<file path="config.mk">
export PLATFORM = sky130hd
export DESIGN_NAME = multicycle_control_fsm
export DESIGN_NICKNAME = d
export VERILOG_FILES = /design/src/rtl/multicycle_control_fsm.sv
export SDC_FILE = /design/constraint.sdc
export NUM_CORES = 1
export LEC_CHECK = 0
export ABC_AREA = 0
export CAP_MARGIN = 20
export CORE_ASPECT_RATIO = 0.5
export CORE_MARGIN = 2
export CORE_UTILIZATION = 35
export DETAILED_ROUTE_END_ITERATION = 7
export GPL_TIMING_DRIVEN = 0
export PLACE_DENSITY = 0.67
export SYNTH_ARGS = -nofsm -noshare
export SYNTH_HDL_FRONTEND = slang
export SYNTH_SLANG_ARGS = --single-unit
</file>
<file path="constraint.sdc">
create_clock -name clk -period 1.9 [get_ports clk]
set_input_delay 0.475 -clock clk [delete_from_list [all_inputs] [get_ports clk]]
set_output_delay 0.475 -clock clk [all_outputs]
set_load 0.01 [all_outputs]
</file>
<file path="src/rtl/multicycle_control_fsm.sv">
// Multi-cycle RV32 control unit: sequences fetch/decode/execute/memory/writeback over a shared ALU and unified memory.
// Outputs are decoded from the registered state plus the current inputs; memory states hold until mem_ready.
module multicycle_control_fsm #(
   parameter bit MEM_HANDSHAKE = 1'b1,
   parameter bit ENABLE_JAL    = 1'b1,
   parameter bit ILLEGAL_HALT  = 1'b1
) (
   input  logic       clk,
   input  logic       rst,
   input  logic [6:0] op,
   input  logic [2:0] funct3,
   input  logic       funct7b5,
   input  logic       zero,
   input  logic       negative,
   input  logic       overflow,
   input  logic       carry,
   input  logic       mem_ready,
   output logic       pc_write,
   output logic       adr_src,
   output logic       mem_req,
   output logic       mem_write,
   output logic       ir_write,
   output logic [1:0] result_src,
   output logic [1:0] alu_src_a,
   output logic [1:0] alu_src_b,
   output logic [2:0] imm_src,
   output logic [2:0] alu_control,
   output logic       reg_write,
   output logic       instr_done,
   output logic       illegal,
   output logic       halted
);

   typedef enum logic [3:0] {
      S_FETCH, S_DECODE, S_MEMADR, S_MEMREAD, S_MEMWB, S_MEMWRITE,
      S_EXECR, S_EXECI, S_ALUWB, S_BRANCH, S_JAL, S_LUI, S_HALT
   } state_t;

   localparam logic [6:0] OP_LOAD  = 7'b0000011;
   localparam logic [6:0] OP_STORE = 7'b0100011;
   localparam logic [6:0] OP_R     = 7'b0110011;
   localparam logic [6:0] OP_I     = 7'b0010011;
   localparam logic [6:0] OP_B     = 7'b1100011;
   localparam logic [6:0] OP_JAL   = 7'b1101111;
   localparam logic [6:0] OP_LUI   = 7'b0110111;

   localparam logic [2:0] ALU_ADD = 3'b000;
   localparam logic [2:0] ALU_SUB = 3'b010;

   state_t     state_q, state_d;
   logic       ready;
   logic       dec_illegal;
   state_t     dec_next;
   logic       taken;
   logic [2:0] alu_dec;

   assign ready  = MEM_HANDSHAKE ? mem_ready : 1'b1;
   assign halted = (state_q == S_HALT);

   // Opcode/funct3 decode used only when leaving DECODE
   always_comb begin
      dec_illegal = 1'b0;
      dec_next    = S_FETCH;
      case (op)
         OP_LOAD, OP_STORE: dec_next = S_MEMADR;
         OP_R: begin
            dec_illegal = (funct3 == 3'b011);
            dec_next    = S_EXECR;
         end
         OP_I: begin
            dec_illegal = (funct3 == 3'b011);
            dec_next    = S_EXECI;
         end
         OP_B: begin
            dec_illegal = (funct3 == 3'b010) || (funct3 == 3'b011);
            dec_next    = S_BRANCH;
         end
         OP_JAL: begin
            dec_illegal = !ENABLE_JAL;
            dec_next    = S_JAL;
         end
         OP_LUI:  dec_next    = S_LUI;
         default: dec_illegal = 1'b1;
      endcase
      if (dec_illegal) begin
         dec_next = ILLEGAL_HALT ? S_HALT : S_FETCH;
      end
   end

   always_comb begin
      alu_dec = ALU_ADD;
      case (funct3)
         3'b000:  alu_dec = (op[5] && funct7b5) ? ALU_SUB : ALU_ADD;
         3'b001:  alu_dec = 3'b001;
         3'b010:  alu_dec = 3'b011;
         3'b100:  alu_dec = 3'b100;
         3'b101:  alu_dec = 3'b101;
         3'b110:  alu_dec = 3'b110;
         3'b111:  alu_dec = 3'b111;
         default: alu_dec = ALU_ADD;
      endcase
   end

   always_comb begin
      taken = 1'b0;
      case (funct3)
         3'b000:  taken = zero;
         3'b001:  taken = !zero;
         3'b100:  taken = negative ^ overflow;
         3'b101:  taken = !(negative ^ overflow);
         3'b110:  taken = !carry;
         3'b111:  taken = carry;
         default: taken = 1'b0;
      endcase
   end

   always_comb begin
      case (op)
         OP_STORE: imm_src = 3'b001;
         OP_B:     imm_src = 3'b010;
         OP_JAL:   imm_src = 3'b011;
         OP_LUI:   imm_src = 3'b100;
         default:  imm_src = 3'b000;
      endcase
   end

   always_comb begin
      state_d     = state_q;
      pc_write    = 1'b0;
      adr_src     = 1'b0;
      mem_req     = 1'b0;
      mem_write   = 1'b0;
      ir_write    = 1'b0;
      result_src  = 2'b00;
      alu_src_a   = 2'b00;
      alu_src_b   = 2'b00;
      alu_control = ALU_ADD;
      reg_write   = 1'b0;
      instr_done  = 1'b0;
      illegal     = 1'b0;
      case (state_q)
         S_FETCH: begin
            mem_req    = 1'b1;
            alu_src_b  = 2'b10;
            result_src = 2'b10;
            ir_write   = ready;
            pc_write   = ready;
            if (ready) state_d = S_DECODE;
         end
         S_DECODE: begin
            alu_src_a  = 2'b01;
            alu_src_b  = 2'b01;
            illegal    = dec_illegal;
            instr_done = dec_illegal && !ILLEGAL_HALT;
            state_d    = dec_next;
         end
         S_MEMADR: begin
            alu_src_a = 2'b10;
            alu_src_b = 2'b01;
            state_d   = op[5] ? S_MEMWRITE : S_MEMREAD;
         end
         S_MEMREAD: begin
            mem_req = 1'b1;
            adr_src = 1'b1;
            if (ready) state_d = S_MEMWB;
         end
         S_MEMWB: begin
            result_src = 2'b01;
            reg_write  = 1'b1;
            instr_done = 1'b1;
            state_d    = S_FETCH;
         end
         S_MEMWRITE: begin
            mem_req    = 1'b1;
            mem_write  = 1'b1;
            adr_src    = 1'b1;
            instr_done = ready;
            if (ready) state_d = S_FETCH;
         end
         S_EXECR: begin
            alu_src_a   = 2'b10;
            alu_control = alu_dec;
            state_d     = S_ALUWB;
         end
         S_EXECI: begin
            alu_src_a   = 2'b10;
            alu_src_b   = 2'b01;
            alu_control = alu_dec;
            state_d     = S_ALUWB;
         end
         S_ALUWB: begin
            reg_write  = 1'b1;
            instr_done = 1'b1;
            state_d    = S_FETCH;
         end
         S_BRANCH: begin
            alu_src_a   = 2'b10;
            alu_control = ALU_SUB;
            pc_write    = taken;
            instr_done  = 1'b1;
            state_d     = S_FETCH;
         end
         // Link value PC+4 is formed here and written back in ALUWB
         S_JAL: begin
            alu_src_a = 2'b01;
            alu_src_b = 2'b10;
            pc_write  = 1'b1;
            state_d   = S_ALUWB;
         end
         S_LUI: begin
            alu_src_a = 2'b11;
            alu_src_b = 2'b01;
            state_d   = S_ALUWB;
         end
         S_HALT:  state_d = S_HALT;
         default: state_d = S_FETCH;
      endcase
      if (rst) begin
         pc_write   = 1'b0;
         mem_req    = 1'b0;
         mem_write  = 1'b0;
         ir_write   = 1'b0;
         reg_write  = 1'b0;
         instr_done = 1'b0;
         illegal    = 1'b0;
      end
   end

   always_ff @(posedge clk) begin
      if (rst) state_q <= S_FETCH;
      else     state_q <= state_d;
   end

endmodule

</file>
Yosys cells after proc, flatten, opt, wreduce, memory -nomap -nowiden
Index checks and enable logic that the tools add are counted.
Widths: inputs -> output; s select.
- input bits: 18
- register bits: 4
- output and inout port bits: 21
- mux-type cells: 31
- reductions and logical operators: 21
- bitwise operators: 1
- eq/ne operators: 29
- operator list (cell ; number):
    $pmux 4 s7 ; 1
    $pmux 4 s6 ; 1
    $eq 7x6->1 const B ; 3
    $pmux 3 s7 ; 1
    $eq 4x4->1 const B ; 5
    $eq 4x3->1 const B ; 4
    $mux 4 ; 4
    $reduce_or 4->1 ; 4
    $eq 7x7->1 const B ; 2
    $reduce_or 2->1 ; 7
    $mux 1 ; 13
    $eq 3x3->1 const B ; 4
    $pmux 3 s4 ; 1
    $eq 4x2->1 const B ; 2
    $pmux 2 s2 ; 2
    $eq 7x2->1 const B ; 1
    $eq 7x5->1 const B ; 1
    $eq 3x2->1 const B ; 2
    $ne 2x2->1 const B ; 3
    $pmux 1 s3 ; 2
    $pmux 1 s6 ; 1
    $pmux 2 s3 ; 1
    $pmux 3 s2 ; 1
    $reduce_or 3->1 ; 2
    12 further kinds ; 14

Logic depth before layout (Yosys ltp)
Gate-level depths: netlist of run 1.
- depth after elaboration: 5
- gate-level depth with buffers: 7
- gate-level depth less buffers: 5

Worst setup path after synthesis of run 1
OpenSTA, ideal clock, no wires.
- path type: reg-to-output
- start point: register state_q[1]
- end point: output pc_write
- buffers on the path: 2
- stages on the path, launching flop included: 7
- data required time: 1425 ps
- slack: 34 ps
- data arrival time: 1391 ps
- cell sequence: dfxtp_1 buf_4 clkbuf_1 nand2_1 a21oi_1 a31oi_1 o31ai_1
- longest elaborated chain between the ends: 3
- RTL lines (what ; RTL line ; RTL):
    from (decl) ; 50 ; state_t state_q, state_d;
    from (signal assigned) ; 231 ; else state_q <= state_d;
    $eq 4x4->1 or $logic_not 4->1 (tied branches) ; 141 ; case (state_q)
    $pmux 1 s3 * ; 141 ;
    $mux 1 * ; 218 ; if (rst) begin
    to (decl) ; 18 ; output logic pc_write,
Mark *: on every way between the ends. The rest lies on a longest branch, timed or not.

Worst setup path in the final report of run 1
- start point: register state_q[3]
- end point: output pc_write
The elaborated chain is that of the path after synthesis.

==> results.tsv, run 1 <==
metric	value	unit
outcome	finished, violations left	
failing checks	negative setup slack	
number of synthesized register bits	4	
Antenna diodes	0	
first-pass GRT wire length	4.678	mm
dpl ws	-0.9899	ns
final instance area	1654	µm²
TNS Setup	-0.2993	ns
CP max FO	6	
Clock Path Buffers	2	
maximum capacitance violations	0	
CORE AREA	2586	µm²
number of flip-flops in the largest register	4	
post-route DRC violation count	0	
mapped cell area	954.7	µm²
Final ANT Viol Nets	0	
DPL Wire Length	2.154	mm
Hold Path Stages	2	
Synthesized Nets	161	
R2R cell count	7	
Cell Pwr Density	409.5	nW/µm²
Worst Hold Class	in -> reg	
count of cell types in the netlist	48	
Final Skew	0.002680	ns
fin crit share	108.4	%
clock slew at reported path FFs	0.03	ns
cts hold-fix bufs	0	
clock buffer count from CTS	3	
final critical-path required period	2.059	ns
Yosys warning count	0	
Final setup violation count	6	
final net count	222	
Syn Inst Count	143	
critical path required time	1.42	ns
Crit. End Element	output pin	
crit path kind	reg -> out	
Mean Syn Cell Area	6.676	µm²
die span in y	40.93	µm
unrepaired setup endpoints after global routing	yes	
initial core utilization	36.91	%
P&R area growth vs syn	73.26	%
aggregate global-route resource usage	19.26	%
data arrival time of the worst path	1.58	ns
sequential share of the synthesized area	8.388	%
fraction of layout instances using a drive strength above 1	49.50	%
TritonCTS Sinks	4	
top flop regs	state_q (4)	
Reg area	91.34	µm²
max-slew violations	0	
Fillers	227	
Clock Latency Late Sink	0.22	ns
Slew @ Worst Pin	0.3018	ns
Final Non-Filler Cells	239	
Top reg by flops	state_q	
gr ovfl total	0	
multi-input logic area	899.6	µm²
fmax	485.7	MHz
Placed Cells incl. Taps	215	
Clk Tree Root Cell	clkbuf_8	
via-per-instance ratio	5.234	
PnR worst setup slack	-0.1587	ns
initial DRC count	93	
final-report hold violation count	0	
Placed Area	1351	µm²
crit path launch type	flop	
vias in the first global route	968	
site row count	13	
Placer Congestion	0.9238	
vias	1251	
die area	3187	µm²
maximum vdd drop	238.3	µV
Top-Level Pins	39	
P_leak	0.7465	nW
PortBufs	35	
relative slew slack	79.60	%
drt wl/cell	13.90	µm
first-pass iteration count of the detailed router	4	
Post-Route WL	3.322	mm
DIE WIDTH	77.86	µm
CTS tree	yes	
Power, Total	0.6774	mW
largest net degree at the start of global routing	11	
initial antenna violation count	0	
H-tree levels	1	
## logic make-up (layout without fill, tap and decap cells)
family	count (synthesis)	count (layout)	synth area share (%)
AO/OA/AOI/OAI	39	39	28.70
XOR/XNOR	6	6	5.505
buffers and inverters	15	74	10.48
flip-flops	4	4	8.388
multiplexers	3	3	3.407
AND/OR/NAND/NOR	76	76	43.51
## metrics by stage
| step | hold WS, ns | utilization, % |
|---|---|---|
| after floorplan | 0.6616 | - |
| after global placement | 0.7294 | 52.25 |
| after detailed placement | 0.7247 | 52.25 |
| after CTS | 0.5584 | 58.30 |
| after global routing | 0.5919 | 63.96 |
| final | 0.5802 | 63.96 |
## worst paths after layout
check	from	end	slack [ns]
setup reg to reg	state_q[3]	state_q[2]	0.36
setup / recovery	state_q[3]	pc_write	-0.16
hold reg to reg	state_q[0]	state_q[1]	0.73
hold / removal	rst	state_q[3]	0.58
## metal layers
layer,vias up,GRT usage [%],share of wire [%]
met1,584,28.74,51
met3,0,3.084,3.3
met4,0,4.911,0
met5,-,0,0
met2,31,28.66,46
li1,636,-,-
## synth_stat cells (all sizes together)
cell	instances	share of area [%]
nor2	18	7.1
or4	1	0.79
mux2i	1	1.0
buf	4	4.3
a21oi	12	6.3
nor3	10	5.8
o21ai	5	2.6
clkbuf	8	5.0
nand2	15	5.9
o22a	1	0.92
o32ai	1	0.92
a22o	2	2.0
o22ai	1	0.66
a221oi	1	2.8
inv	3	1.2
xnor2	6	5.5
nor2b	7	5.6
a22oi	1	0.79
o21a	2	1.6
a311oi	1	0.92
and2	2	1.7
and2b	2	1.7
and3	2	1.3
or2b	1	0.79
a211oi	2	1.6
a31oi	5	3.3
nor4bb	1	1.0
nor4	2	1.3
nand3	4	2.6
mux2	2	2.4
nand2b	8	5.2
dfxtp	4	8.4
nand3b	2	2.0
or2	1	0.66
a32o	1	1.0
o311a	1	1.0
o31ai	3	2.4
## cell usage in the layout (no fill, tap or decap), drive strengths merged, types with 3 or more instances in the layout
| cell | count |
|---|---|
| buf | 47 |
| nor2 | 18 |
| clkbuf | 16 |
| nand2 | 15 |
| a21oi | 12 |
| nor3 | 10 |
| nand2b | 8 |
| nor2b | 7 |
| xnor2 | 6 |
| o21ai | 5 |
| a31oi | 5 |
| nand3 | 4 |
| clkdlybuf4s15 | 4 |
| dfxtp | 4 |
| inv | 3 |
| o31ai | 3 |
## area by class of cell
cell class | count | area share [%]
sequential | 4 | 5.522
timing repair buffer | 56 | 25.34
inverter | 3 | 0.6808
buffer | 12 | 8.775
multi-input combinational | 124 | 54.39
clock buffer | 3 | 2.496
tap | 37 | 2.799
## timing repair
item	CTS	global route
resized for setup	124	56
pin swaps	10	12
endpoints found under the setup margin	24	18
buffers inserted	7	14
gates cloned	0	0
hold endpoints to repair	0	0
## report_power, final
group          total [mW]  switching, mW  internal (mW)  leakage [nW]
combinational       0.401          0.195          0.206         0.690
sequential         0.0999        0.00969         0.0902        0.0348
clock               0.177         0.0418          0.135        0.0216
## worst max-delay path: stages (launching register included)
cell,delay [ns]
dfxtp_1,0.31
buf_6,0.12
buf_4,0.13
nand3_2,0.08
or4_1,0.49
o31ai_2,0.07
buf_2,0.16
No activity file was read; power rests on OpenSTA's default activity.
==> inputs of run 2 (changes only) <==
--- a/config.mk
+++ b/config.mk
@@ -7,12 +7,11 @@
 export LEC_CHECK = 0
 export ABC_AREA = 0
 export CAP_MARGIN = 20
-export CORE_ASPECT_RATIO = 0.5
 export CORE_MARGIN = 2
-export CORE_UTILIZATION = 35
+export CORE_UTILIZATION = 40
 export DETAILED_ROUTE_END_ITERATION = 7
 export GPL_TIMING_DRIVEN = 0
-export PLACE_DENSITY = 0.67
+export PLACE_DENSITY = 0.75
 export SYNTH_ARGS = -nofsm -noshare
 export SYNTH_HDL_FRONTEND = slang
 export SYNTH_SLANG_ARGS = --single-unit
==> results.tsv, run 2 (synthesis results as in run 1) <==
metric	value	unit	change
dpl ws	-0.9540	ns	+0.03594 ns
first-pass GRT wire length	5.416	mm	+16%
Crit-path slowest cell	dfxtp_4		
Worst Hold Class	in -> reg		
DPL Wire Length	2.165	mm	+0.54%
number of flip-flops in the largest register	4		unchanged
initial antenna violation count	0		unchanged
r2r setup slk	0.36	ns	about the same
unrepaired setup endpoints after global routing	yes		
post-layout util	76.69	%	+13 points
vias in the first global route	1224		+26%
Final ANT Viol Nets	0		unchanged
CP max FO	8		+2
site row count	17		+4
Final setup violation count	9		+3
relative slew slack	80.64	%	+1.0 points
maximum capacitance violations	0		unchanged
final critical-path required period	2.090	ns	+0.03122 ns
gr ovfl total	0		unchanged
crit path kind	reg -> out		
CP Launch Point	state_q[1]		
drt wl/cell	16.72	µm	+20%
maximum vdd drop	328.3	µV	+38%
Crit. End Element	output pin		
CTS tree	yes		
CORE AREA	2233	µm²	-14%
data arrival time of the worst path	1.61	ns	+0.03 ns
outcome	finished, violations left		
initial core utilization	42.75	%	+5.8 points
most used cell, CP	buf_8		
post-route DRC violation count	0		unchanged
TritonCTS Sinks	4		unchanged
Placed Area	1340	µm²	-0.83%
Antenna diodes	0		unchanged
clock slew at reported path FFs	0.04	ns	about the same
largest net degree at the start of global routing	11		unchanged
final-report hold violation count	0		unchanged
Reg2Reg Launch Point	state_q[2]		
Clock Path Buffers	2		unchanged
Top reg by flops	state_q		
fmax	478.5	MHz	-1.5%
Clock Latency Late Sink	0.24	ns	+0.02 ns
commonest non-fill, non-tap cell in the layout	buf_4		
final instance area	1713	µm²	+3.6%
DIE WIDTH	52.86	µm	-32%
max-slew violations	0		unchanged
failing checks	negative setup slack		
fraction of layout instances using a drive strength above 1	53.73	%	+4.2 points
H-tree levels	1		unchanged
Final Non-Filler Cells	229		-4.2%
Top-Level Pins	39		unchanged
TNS Setup	-0.8433	ns	-0.5440 ns
critical path required time	1.42	ns	about the same
Placer Congestion	0.8555		-7.4%
via-per-instance ratio	6.074		+16%
Fillers	148		-35%
Clk Tree Root Cell	clkbuf_4		
Power, Total	0.6406	mW	-5.4%
most frequent cells in the layout	17 x buf_4, 15 x nor2_1, 15 x buf_2		
crit-path max cell delay	0.36	ns	-0.13 ns
PortBufs	35		unchanged
P_leak	0.7727	nW	+3.5%
die span in y	52.86	µm	+29%
Slew @ Worst Pin	0.2865	ns	-0.01531 ns
Hold Startpoint	rst		
vias	1391		+11%
P&R area growth vs syn	79.42	%	
Post-Route WL	3.828	mm	+15%
initial DRC count	23		-75%
final net count	221		-0.45%
crit-path cells	buf_8 > buf_8 > nor2_4 > nand2_1 > a21oi_2 > a31oi_2 > o31ai_2 > buf_2		
crit path launch type	flop		
fin crit share	110.0	%	+1.6 points
Min Hold Slack	0.5591	ns	-0.02102 ns
Final Skew	0.008647	ns	+0.005967 ns
die area	2794	µm²	-12%
clock buffer count from CTS	3		unchanged
cts hold-fix bufs	0		unchanged
aggregate global-route resource usage	24.59	%	+5.3 points
top flop regs	state_q (4)		
first-pass iteration count of the detailed router	4		unchanged
Placed Cells incl. Taps	206		-4.2%
PnR worst setup slack	-0.1899	ns	-0.03122 ns
Cell Pwr Density	374.0	nW/µm²	-8.7%
==> run 2: cell type report <==
| class | count | area [µm²] | area share, % |
|---|---|---|---|
| multi-input combinational | 124 | 964.7 | 56.32 |
| clock buffer | 3 | 22.52 | 1.315 |
| timing repair buffer | 55 | 436.7 | 25.49 |
| sequential | 4 | 91.34 | 5.332 |
| tap | 28 | 35.03 | 2.045 |
| inverter | 3 | 11.26 | 0.6574 |
| buffer | 12 | 151.4 | 8.839 |
==> run 2: worst paths after layout <==
path	end	cells past startpoint
worst min register to register	state_q[2]	3
worst max register to register	state_q[3]	9
worst min-delay path	state_q[3]	2
worst max-delay path	pc_write	8
==> run 2: what timing repair did <==
item	4_1_cts	5_1_grt
gates resized for setup	139	54
setup endpoints to repair	23	16
setup buffers	7	13
pin swaps	10	16
==> run 2: per-layer routing <==
metal	wire (µm)	GRT usage (%)	vias up	part of all wire, %
li1	-	-	631	-
met3	284	1.130	17	7.4
met2	1907	45.42	78	50
met4	116	6.410	0	3.0
met1	1519	30.68	665	40
met5	0	0	-	0
==> run 2: critical path: cells and delay by family, from the launching register on <==
family,cells,cell delay (ns)
AOI/OAI and AO/OA,3,0.45
and+or+nand+nor,2,0.12
buffers and inverters,3,0.43
DFF,1,0.36
==> run 2: power breakdown <==
part           switching (mW)  internal (mW)  total (mW)
Sequential             0.0112         0.0900       0.101
Clock                  0.0379         0.0708       0.109
Combinational           0.215          0.216       0.431
Total                   0.264          0.377       0.641
==> inputs of run 3 (changes only) <==
--- a/config.mk
+++ b/config.mk
@@ -5,7 +5,6 @@
 export SDC_FILE = /design/constraint.sdc
 export NUM_CORES = 1
 export LEC_CHECK = 0
-export ABC_AREA = 0
 export CAP_MARGIN = 20
 export CORE_MARGIN = 2
 export CORE_UTILIZATION = 40
==> results of run 3 <==
Same layout as run 2: the final DEF is identical, and so are final timing and power.
